`src/rtl/fifo_umbral_param_pkg.sv`:
```
// Shared defaults, per-cycle operation decode and pause hysteresis decision
// for the threshold FIFO.
package fifo_umbral_param_pkg;

    localparam int unsigned DEF_BITNUMBER = 8;
    localparam int unsigned DEF_LENGTH    = 8;

    typedef struct packed {
        logic rd_acc;
        logic wr_acc;
        logic overflow;
        logic underflow;
    } fifo_op_t;

    typedef enum logic [1:0] {
        PAUSE_HOLD = 2'd0,
        PAUSE_SET  = 2'd1,
        PAUSE_CLR  = 2'd2
    } pause_act_t;

    // A write may land on a full FIFO only when a read frees a slot in the same cycle;
    // a read+write on an empty FIFO is a plain write, not an underflow.
    function automatic fifo_op_t decode_op(input logic wr, input logic rd,
                                           input logic full, input logic empty);
        fifo_op_t op;
        op.rd_acc    = rd && !empty;
        op.wr_acc    = wr && (!full || op.rd_acc);
        op.overflow  = wr && full && !op.rd_acc;
        op.underflow = rd && empty && !wr;
        return op;
    endfunction

    // Set wins over clear; a zero high threshold disables the set side.
    function automatic pause_act_t pause_decide(input int unsigned nxt,
                                                input int unsigned alto,
                                                input int unsigned bajo);
        if ((alto != 0) && (nxt >= alto))
            return PAUSE_SET;
        else if (nxt <= bajo)
            return PAUSE_CLR;
        else
            return PAUSE_HOLD;
    endfunction

endpackage

```
`src/rtl/fifo_umbral_param_mem.sv`:
```
// Dual-port storage: synchronous write, registered synchronous read.
// Only the read register is reset; the array itself keeps its contents.
module fifo_umbral_param_mem #(
    parameter int unsigned W     = 8,
    parameter int unsigned DEPTH = 8,
    parameter int unsigned AW    = 3
) (
    input  logic          clk,
    input  logic          rst_n,
    input  logic          i_we,
    input  logic [AW-1:0] i_waddr,
    input  logic [W-1:0]  i_wdata,
    input  logic          i_re,
    input  logic [AW-1:0] i_raddr,
    output logic [W-1:0]  o_rdata
);

    logic [W-1:0] r_mem [DEPTH];

    always_ff @(posedge clk) begin
        if (i_we)
            r_mem[i_waddr] <= i_wdata;
    end

    // Same-address read+write (only possible when full) returns the old word.
    always_ff @(posedge clk or negedge rst_n) begin
        if (!rst_n)
            o_rdata <= '0;
        else if (i_re)
            o_rdata <= r_mem[i_raddr];
    end

endmodule

```
`src/rtl/fifo_umbral_param.sv`:
```
// Parametrised synchronous FIFO with runtime thresholds, hysteretic pause
// backpressure, occupancy count and sticky over/underflow error.
module fifo_umbral_param
    import fifo_umbral_param_pkg::*;
#(
    parameter int unsigned BITNUMBER = DEF_BITNUMBER,
    parameter int unsigned LENGTH    = DEF_LENGTH
) (
    input  logic                          clk,
    input  logic                          reset,
    input  logic                          Fifo_wr,
    input  logic                          Fifo_rd,
    input  logic [BITNUMBER-1:0]          Fifo_Data_in,
    input  logic [$clog2(LENGTH):0]       Umbral_alto,
    input  logic [$clog2(LENGTH):0]       Umbral_bajo,
    output logic [BITNUMBER-1:0]          Fifo_Data_out,
    output logic                          Fifo_valid,
    output logic                          Fifo_full,
    output logic                          Fifo_empty,
    output logic                          almost_full,
    output logic                          almost_empty,
    output logic                          pause,
    output logic                          Fifo_error,
    output logic [$clog2(LENGTH):0]       Fifo_count
);

    localparam int unsigned ADDR = $clog2(LENGTH);
    localparam int unsigned CW   = ADDR + 1;

    logic [ADDR-1:0] r_wr_ptr;
    logic [ADDR-1:0] r_rd_ptr;
    logic [CW-1:0]   r_count;
    logic            r_valid;
    logic            r_pause;
    logic            r_error;

    fifo_op_t        w_op;
    logic [CW-1:0]   w_count_nxt;
    pause_act_t      w_pause_act;

    // Flags come straight from the registered count; thresholds are live inputs.
    assign Fifo_full    = (r_count == CW'(LENGTH));
    assign Fifo_empty   = (r_count == '0);
    assign almost_full  = (Umbral_alto != '0) && (r_count >= Umbral_alto);
    assign almost_empty = (r_count <= Umbral_bajo);
    assign Fifo_count   = r_count;
    assign Fifo_valid   = r_valid;
    assign pause        = r_pause;
    assign Fifo_error   = r_error;

    always_comb begin
        w_op        = decode_op(Fifo_wr, Fifo_rd, Fifo_full, Fifo_empty);
        w_count_nxt = r_count;
        if (w_op.wr_acc && !w_op.rd_acc)
            w_count_nxt = r_count + CW'(1);
        else if (w_op.rd_acc && !w_op.wr_acc)
            w_count_nxt = r_count - CW'(1);
        w_pause_act = pause_decide(32'(w_count_nxt), 32'(Umbral_alto), 32'(Umbral_bajo));
    end

    always_ff @(posedge clk or negedge reset) begin
        if (!reset) begin
            r_wr_ptr <= '0;
            r_rd_ptr <= '0;
            r_count  <= '0;
            r_valid  <= 1'b0;
            r_pause  <= 1'b0;
            r_error  <= 1'b0;
        end else begin
            if (w_op.wr_acc)
                r_wr_ptr <= r_wr_ptr + ADDR'(1);
            if (w_op.rd_acc)
                r_rd_ptr <= r_rd_ptr + ADDR'(1);
            r_count <= w_count_nxt;
            r_valid <= w_op.rd_acc;
            if (w_op.overflow || w_op.underflow)
                r_error <= 1'b1;
            case (w_pause_act)
                PAUSE_SET: r_pause <= 1'b1;
                PAUSE_CLR: r_pause <= 1'b0;
                default:   r_pause <= r_pause;
            endcase
        end
    end

    fifo_umbral_param_mem #(
        .W     (BITNUMBER),
        .DEPTH (LENGTH),
        .AW    (ADDR)
    ) u_mem (
        .clk     (clk),
        .rst_n   (reset),
        .i_we    (w_op.wr_acc),
        .i_waddr (r_wr_ptr),
        .i_wdata (Fifo_Data_in),
        .i_re    (w_op.rd_acc),
        .i_raddr (r_rd_ptr),
        .o_rdata (Fifo_Data_out)
    );

endmodule

```
`config.mk`:
```
export PLATFORM = sky130hd
export DESIGN_NAME = fifo_umbral_param
export DESIGN_NICKNAME = d
export VERILOG_FILES = /design/src/rtl/fifo_umbral_param_pkg.sv /design/src/rtl/fifo_umbral_param_mem.sv /design/src/rtl/fifo_umbral_param.sv
export SDC_FILE = /design/constraint.sdc
export NUM_CORES = 1
export LEC_CHECK = 0
export ABC_CLOCK_PERIOD_IN_PS = 3200
export CAP_MARGIN = 10
export CORE_MARGIN = 2
export CORE_UTILIZATION = 35
export DETAILED_ROUTE_END_ITERATION = 8
export MAX_ROUTING_LAYER = met4
export SLEW_MARGIN = 20
export SYNTH_ARGS = -nofsm -noshare
export SYNTH_HDL_FRONTEND = slang
export SYNTH_HIERARCHICAL = 1
export SYNTH_SLANG_ARGS = --single-unit
```
`constraint.sdc`:
```
create_clock -name clk -period 3.2 [get_ports clk]
set_input_delay 0.64 -clock clk [delete_from_list [all_inputs] [get_ports clk]]
set_output_delay 0.64 -clock clk [all_outputs]
set_load 0.005 [all_outputs]
```
[After elaboration in Yosys (flattened, before gate mapping)]
Memory sizes are Yosys's and may differ from the RTL's. A register that Yosys moved wholly into a read port is not among the register bits.
Cells that the tools add are included.
Operators by class
  $add $sub $neg: 4
  mux-type cells: 7
  eq/ne operators: 3
  reduce and logical (&&, ||, !) cells: 21
  $lt $le $gt $ge: 4
Operator list (number)
  logical AND 1 bit: 10
  greater-or-equal comparator 4 bit: 2
  less-or-equal comparator 4 bit: 2
  2-to-1 mux 4 bit: 2
  adder 3 x 1 -> 3 bit, second input constant: 2
  zero test 1 bit: 6
  adder 4 x 1 -> 4 bit, second input constant: 1
  equality test 4 bit, second input constant: 1
  zero test 4 bit: 1
  2-to-1 mux 2 bit: 2
  nonzero test 4 bit: 1
  subtractor 4 x 1 -> 4 bit, second input constant: 1
  equality test 2 x 1 -> 1 bit, second input constant: 1
  equality test 2 bit, second input constant: 1
  logical OR 1 bit: 2
  2-to-1 mux 1 bit: 2
  case mux 1 bit (2 select lines): 1
  nonzero test 2 bit: 1
Word-level totals
  memory bits (writable): 64
  flip-flop bits (word level): 13
  input port bits: 20
  memories kept: 1
  word-level logic and storage cells: 46
  output and inout bits: 19
Memories
  u_mem.r_mem: depth 8, width 8, rd ports 1, clocked after memory_dff 1, wr ports 1, line fifo_umbral_param_mem.sv:18  | logic [W-1:0] r_mem [DEPTH];

[Depth between registers and ports, before layout]
Gate-level depths: netlist (run 1).
  depth after elaboration: 14
  mapped depth: 12
  depth with buffers taken out: 12

[Cells and area by module]
The synthesis (run 1) kept the hierarchy.
By module, submodules not included
  fifo_umbral_param_mem: sequential area each 2122.0 um^2, instances 1, cells each 169, area each 2861.5 um^2
  fifo_umbral_param: sequential area each 325.3 um^2, instances 1, cells each 116, area each 1116.1 um^2

[Worst setup path after synthesis (run 1)]
Ideal clock, no wire load.
  path type: register to register
  start: reg r_count[0] (netlist: Fifo_count[0])
  end: reg r_pause (netlist: pause)
  period minus slack after synthesis: 2.740 ns
  setup time: 0.120 ns
  data required time: 3.080 ns
  arrival: 2.620 ns
  setup slack: 0.460 ns
  stages on the path, launching flop included: 13
  cell sequence: dfrtp_1 > inv_1 > ha_1 > or3b_4 > clkinv_4 > nor2_2 > a21oi_4 > xnor2_1 > ha_1 > nand2b_1 > a2111oi_0 > nor3_1 > a31o_2
On the way
  word-level cells in the longest chain between the ends: 14
  elaborated cells on any way between the ends: 24
  those cells by class: add/sub: 2; order compare: 2; eq/ne: 3; mux: 5; reduce/logical: 12
Ends and longest elaborated chain
  from (decl): line fifo_umbral_param.sv:32  | logic [CW-1:0] r_count;
  from (signal assigned): line fifo_umbral_param.sv:74  | r_count <= w_count_nxt;
  zero test 4 bit (*): line fifo_umbral_param.sv:43  | assign Fifo_empty = (r_count == '0);
  named net Fifo_empty: line fifo_umbral_param.sv:19  | output logic Fifo_empty,
  zero test 1 bit (*): line fifo_umbral_param_pkg.sv:26  | op.rd_acc = rd && !empty;
  logical AND 1 bit (*): line fifo_umbral_param_pkg.sv:26
  logical OR 1 bit: line fifo_umbral_param_pkg.sv:27  | op.wr_acc = wr && (!full || op.rd_acc);
  logical AND 1 bit: line fifo_umbral_param_pkg.sv:27
  zero test 1 bit: line fifo_umbral_param.sv:56  | else if (w_op.rd_acc && !w_op.wr_acc)
  logical AND 1 bit: line fifo_umbral_param.sv:56
  2-to-1 mux 4 bit: line fifo_umbral_param.sv:56
  2-to-1 mux 4 bit (*): line fifo_umbral_param.sv:54  | if (w_op.wr_acc && !w_op.rd_acc)
  less-or-equal comparator 4 bit or greater-or-equal comparator 4 bit (tied branches): line fifo_umbral_param_pkg.sv:39, fifo_umbral_param_pkg.sv:37
  2-to-1 mux 2 bit or logical AND 1 bit (tied branches): line fifo_umbral_param_pkg.sv:39, fifo_umbral_param_pkg.sv:37
  2-to-1 mux 2 bit (*): line fifo_umbral_param_pkg.sv:37  | if ((alto != 0) && (nxt >= alto))
  equality test 2 bit or equality test 2 x 1 -> 1 bit (tied branches): line fifo_umbral_param.sv:78  | case (w_pause_act)
  case mux 1 bit (2 select lines) or nonzero test 2 bit (tied branches)
  to (signal assigned): line fifo_umbral_param.sv:81  | default: r_pause <= r_pause;
  to (decl): line fifo_umbral_param.sv:34  | logic r_pause;
Mark *: on every way through the listed nets, which the timed path passes. The rest lies on a longest branch.
A chain may end at the register's enable or synchronous reset.

[Worst setup path after layout (run 1)]
  start: in Umbral_alto[0]
  end: out almost_full
On the way
  word-level cells in the longest chain between the ends: 2
  elaborated cells on any way between the ends: 3
  those cells by class: order compare: 1; reduce/logical: 2
Ends and longest elaborated chain
  from (decl): line fifo_umbral_param.sv:14  | input logic [$clog2(LENGTH):0] Umbral_alto,
  greater-or-equal comparator 4 bit or nonzero test 4 bit (tied branches): line fifo_umbral_param.sv:44  | assign almost_full = (Umbral_alto != '0) && (r_count >= Umbral_alto);
  logical AND 1 bit (*): line fifo_umbral_param.sv:44
  to (decl): line fifo_umbral_param.sv:20  | output logic almost_full,
Mark *: on every way between the ends. The rest lies on a longest branch, timed or not.

==> results of run 1 <==
[stage by stage]
stage          instance area [um2]  setup TNS, ps
2_1_floorplan                 3980              0
3_3_place_gp                  4560              0
3_5_place_dp                  4560              0
4_1_cts                       4880              0
5_1_grt                       4890          -23.9
6_report                      4890              0
[kinds of logic after synthesis]
group                    count (synthesis)  synth area share
AO/OA/AOI/OAI                           51             0.105
XOR/XNOR                                 6            0.0132
adder cells (fa/ha/maj)                 21            0.0657
buffers and inverters                   24            0.0352
flip-flops                              85             0.615
multiplexers                            26            0.0657
AND/OR/NAND/NOR                         72            0.0997
[sequential cells by signal, summed over array words and instances, names as in the netlist]
register       cells
pause              1
u_mem/r_mem       64
r_rd_ptr           3
Fifo_valid         1
Fifo_count         4
r_wr_ptr           3
u_mem/o_rdata      8
Fifo_error         1
[layer usage]
layer	wire length [um]	vias up
li1	-	1180
met1	3910	1212
met2	3810	47
met3	239	6
met4	94	0
met5	0	-
[timing repair]
item / CTS / global route
endpoints found under the hold margin: 0 / 0
resized for setup: 0 / 1
setup endpoints to repair: 0 / 1
[final timing paths]
path                       cells after the start  slack, ps          end      startpoint
max                                            7        110  almost_full  Umbral_alto[0]
min                                            1        500   Fifo_error      Fifo_error
max reg2reg                                   12        290        pause   Fifo_count[0]
min reg2reg                                    1        500   Fifo_error      Fifo_error
max in group asynchronous                      2       2280  r_rd_ptr[0]           reset
min in group asynchronous                      2        660        pause           reset
[Yosys cell counts (3+ instances only)]
master and instances:
a211o_1 8, a22oi_1 9, buf_6 3, nor3_1 5, a41o_1 8, mux2i_1 25
o21ai_0 5, nor2_1 11, nand2_1 11, ha_1 20, a21oi_1 6, nor2b_1 17
dfrtp_1 21, inv_1 11, nand2b_1 6, edfxtp_1 64, nand3_1 8, buf_2 3
xnor2_1 5
[worst max-delay path: cells and delay by family]
family                   cells  cell delay, ps
adder cells (fa/ha/maj)      1             300
buffers and inverters        2             910
AO/OA/AOI/OAI                2             390
AND/OR/NAND/NOR              2             210
[power by group]
part | switching, mW | internal [mW] | leakage, nW | total, mW
Combinational | 0.742 | 0.835 | 0.915 | 1.58
Sequential | 0.289 | 1.45 | 0.829 | 1.74
Clock | 0.414 | 0.691 | 0.151 | 1.11
[area by class of cell]
class	instances	area share
Clock inverter	6	0.0195
Multi-Input combinational cell	176	0.285
Clock buffer	10	0.0469
Inverter	13	0.0110
Sequential cell	85	0.501
Timing Repair Buffer	53	0.101
Tap cell	140	0.0359
==> metrics.md, run 1 <==
| Metric | Value |
|---|---|
| Final period util | 0.966 |
| PnR Total Power | 4.42 mW |
| Synth Warn # | 6 |
| Mapped cell area | 3980 um2 |
| GR Util met1 | 0.183 |
| Met3 Track Usage GR | 0.0313 |
| Hold Path Class | reg -> reg |
| CTS sink cnt | 85 |
| GR peak layer | met2 |
| CTS Buf Count | 9 |
| Antenna Nets Post-Route | 0 |
| Post-synth top area share | 0.483 |
| Ports | 39 |
| Vias in the first global route | around 2300 |
| Initial antenna violation count | 0 |
| Sequential area share after synthesis | 0.615 |
| Hold_buf cts | 0 |
| Clock Skew | roughly 9.8 ps |
| Setup bufs post-CTS | 0 |
| DR WL/cell | about 17 um |
| Crit Path Max Fanout | 3 |
| Fin. max-slew vios | 0 |
| Total core area | 11000 um2 |
| Fin cells | 483 |
| Status | complete, no violations |
| Final worst setup slack | around 110 ps |
| DRC viols | 0 |
| Commonest non-fill, non-tap cell in the layout | edfxtp_1 |
| Area Growth Syn to Fin | 22.8% |
| Critical path arrival | 2450 ps |
| Most frequent cells in the layout | edfxtp_1, clkdlybuf4s50_1, mux2i_1, dfrtp_1, ha_1 |
| Setup CP Type | in -> out |
| Vias | 2445 |
| DRT Pass-1 Iters | 4 |
| CP dominant cell by count | clkdlybuf4s50_1 |
| Tot GR Track Use | 0.138 |
| Die area | ~12000 um2 |
| Number of synthesized flops with an enable pin | 64 |
| Largest net degree at the start of global routing | 43 |
| Place WS | 80.7 ps |
| Root buffer cell | clkbuf_16 |
| Maximum clock insertion buffer count | 2 |
| Worst Max-Slew Pin Slew | 1020 ps |
| Worst IR Drop VDD | around 370 uV |
| Yosys cell types | 51 |
| CP peak stage delay | around 460 ps |
| Total gr overflow | 0 |
| Share of layout cells above drive strength 1 | 0.134 |
| Final Setup Violations | 0 |
| # rows | 38 |
| Placed Cells incl. Taps | 467 |
| Avg Cell Area, Syn | 14.0 um2 |
| Slowest cell on the critical path | clkdlybuf4s50_1 |
| Clk_lat worst skew | 330 ps |
| Critical Path Start Type | input port |
| Fin Hold WS | 501 ps |
| Max_slew headroom | 0.323 |
| Syn_nets | 325 |
| Die width | around 110 um |
| Initial Util | 0.362 |
| # nets final | 378 |
| Top cells by area, synth | edfxtp_1, dfrtp_1, ha_1 |
| Met2 GRT Util | 0.208 |
| CTS tree | yes |
| Asr flop ratio synth | 0.247 |
| Input/output buffers | 38 |
| Register Area | 2450 um2 |
| Lkg Pwr | 1.90 nW |
| Main synth FF type | edfxtp_1 |
| Gate Count Post-Synth | 285 |
| WP data required | 2560 ps |
| Multi-input logic area | between 1000 and 1500 um2 |
| Layout Utilization | 0.445 |
| H-tree Lvls | 3 |
| Via-per-instance ratio | between 5 and 6 |
| Worst setup EP type | output port |
| Clock transition at path regs | 60 ps |
| DPL Wire Length | 5140 um |
| First-pass GRT wire length | 12600 um |
| Maxcap violations | 0 |
| Fin. Hold Viols | 0 |
| Fmax | ~320 MHz |
| Die H | 111 um |
| # fillers | 985 |
| WL final | 8050 um |
| Starting DRT DRC Count | 122 |
| Cell taking the most area after synthesis | edfxtp_1 |
| Synth Register Bits | 85 |
| Critical-path cell list | clkdlybuf4s50_1 -> ha_1 -> nand2b_1 -> a21o_1 -> a211oi_1 -> nor3_1 -> clkdlybuf4s50_1 |
| Placer congestion estimate | 0.806 |
| Crit path time final | between 3000 and 4000 ps |
| PwrDens | 904 nW/um2 |
| N_diodes | 0 |
(Power assumes the default switching activity.)
==> run 2, diff against run 1 <==
SLEW_MARGIN = not set   (was 20)
==> results of run 2 <==
The final DEF is identical to that of run 1; final timing and power are the same.
==> run 3, diff against run 2 <==
CORE_ASPECT_RATIO = 0.9   (was not set)
GPL_ROUTABILITY_DRIVEN = 1   (was not set)
==> run 3 against run 2 <==
Power is 1.1% lower; critical endpoint unchanged; critical path type unchanged; clock power is 7% lower; largest power group unchanged; global-route usage is 1.0 points higher; combinational power hardly changed; hold slack worse by 22 ps.
==> metrics.md, run 3 (same netlist as run 1, synthesis figures left out) <==
| Metric | Value |
|---|---|
| Fin. max-slew vios | 0 |
| Setup CP Type | in -> out |
| CTS tree | yes |
| First-pass GRT wire length | approximately 13000 um |
| Starting DRT DRC Count | 99 |
| DRC viols | 0 |
| R2R cell count | 12 |
| Placer congestion estimate | 0.785 |
| Total gr overflow | 0 |
| Die area | 12200 um2 |
| Cell area after layout | 4900 um2 |
| Clock transition at path regs | 60 ps |
| RSZ-0062 raised after global routing | no |
| Final period util | 0.964 |
| Status | complete, no violations |
| WL final | 7990 um |
| Antenna Nets Post-Route | 0 |
| Die H | 105 um |
| # nets final | 381 |
| Crit path time final | between 3000 and 4000 ps |
| Worst IR Drop VDD | ~360 uV |
| Worst setup EP type | output port |
| PwrDens | ~890 nW/um2 |
| Total core area | 10900 um2 |
| CTS Buf Count | 9 |
| Commonest non-fill, non-tap cell in the layout | edfxtp_1 |
| Reg2reg start | Fifo_count[1] |
| Initial Util | 0.363 |
| Critical path arrival | 2440 ps |
| Input/output buffers | 38 |
| Largest net degree at the start of global routing | 43 |
| Tot GR Track Use | 0.148 |
| Maxcap violations | 0 |
| Maximum clock insertion buffer count | 2 |
| Vias | roughly 2400 |
| Max_slew headroom | 0.310 |
| WP data required | 2560 ps |
| Initial antenna violation count | 0 |
| Setup TNS | 0 ps |
| Max reg flops | 64 |
| Vias in the first global route | 2465 |
| Most frequent cells in the layout | edfxtp_1, clkdlybuf4s50_1, mux2i_1, dfrtp_1, ha_1 |
| H-tree Lvls | 3 |
| N_diodes | 0 |
| Clk_lat worst skew | ~330 ps |
| Placed Area | between 4000 and 5000 um2 |
| Setup bufs post-CTS | 0 |
| Final Setup Violations | 0 |
| Share of layout cells above drive strength 1 | 0.145 |
| Lkg Pwr | 1.91 nW |
| Fin. Hold Viols | 0 |
| Critical Path Start Type | input port |
| Top reg by flops | u_mem/r_mem |
| Critical Path Start | Umbral_alto[0] |
| Area Growth Syn to Fin | 23.3% |
| CTS sink cnt | 85 |
| Ports | 39 |
| Clock Skew | 5.21 ps |
| # rows | 36 |
| DRT Pass-1 Iters | 4 |
| Die width | 116 um |
| Hold path depth | 1 |
| DR WL/cell | 16.0 um |
| Crit Path Max Fanout | 3 |
| Root buffer cell | clkbuf_16 |
| Hold_sp | Fifo_error |
| Worst Max-Slew Pin Slew | between 1000 and 1500 ps |
| Hold Path Class | reg -> reg |
| Via-per-instance ratio | about 4.9 |
| Fmax | 324 MHz |
| DPL Wire Length | 5390 um |
[run 3: cell types whose count changed in the layout (fill, tap and decap cells not counted)]
cell / delta
a2111oi_0: +1
a2111oi_1: -1
a211oi_1: -1
a211oi_2: +1
buf_4: +3
bufinv_16: -1
clkinv_2: +1
clkinv_4: +1
clkinvlp_4: -1
[run 3: worst paths after layout]
kind	to	slack, ps
min reg2reg	Fifo_error	480
max reg2reg	pause	220
min	Fifo_error	480
max	almost_full	120
min in group asynchronous	pause	670
max in group asynchronous	r_rd_ptr[0]	2270
[run 3: report_power, final]
| part | switching, mW | internal, mW | leakage [nW] | total [mW] |
|---|---|---|---|---|
| combinational | 0.755 | 0.854 | 0.932 | 1.61 |
| sequential | 0.279 | 1.45 | 0.829 | 1.73 |
| clock | 0.421 | 0.613 | 0.145 | 1.03 |
[run 3: area by class of cell]
type / instances / area (um2)
inverters: 13 / 53.8
multi-input cells: 176 / 1400
clock buffers: 10 / 229
fillers: 972 / 6040
clock inverters: 6 / 71.3
well taps: 152 / 190
repair buffers: 56 / 515
flip-flops and latches: 85 / 2450
[run 3: worst max-delay path: stages]
cell             delay (ps)
clkdlybuf4s50_1         450
ha_1                    300
nand2b_1                140
a21o_1                  180
a211oi_2                200
nor3_1                   70
clkdlybuf4s50_1         450
[run 3: timing repair]
item                       in CTS  in global routing
resized for setup               0                  1
hold endpoints to repair        0                  0
hold buffers                    0                  0
setup endpoints to repair       0                  1
[run 3: per-layer routing]
metal  track usage  wire length, um  share of wire
met1         0.197             3760           0.47
met4        0.0332               51         0.0064
met5             -                0              0
met2         0.227             3880           0.49
met3        0.0400              302          0.038
[run 3: metrics by stage]
stage / total power [mW] / setup slack [ps] / cells / util / hold WS, ps
floorplan: 2.73 / 460 / 285 / - / 344
global placement: 3.33 / 30.1 / 482 / 0.420 / 469
detailed placement: 3.36 / 91.8 / 482 / 0.420 / 471
CTS: 4.42 / 84.1 / 498 / 0.448 / 489
global route: 4.68 / 2.53 / 498 / 0.448 / 513
finish: 4.37 / 116 / 498 / 0.448 / 479
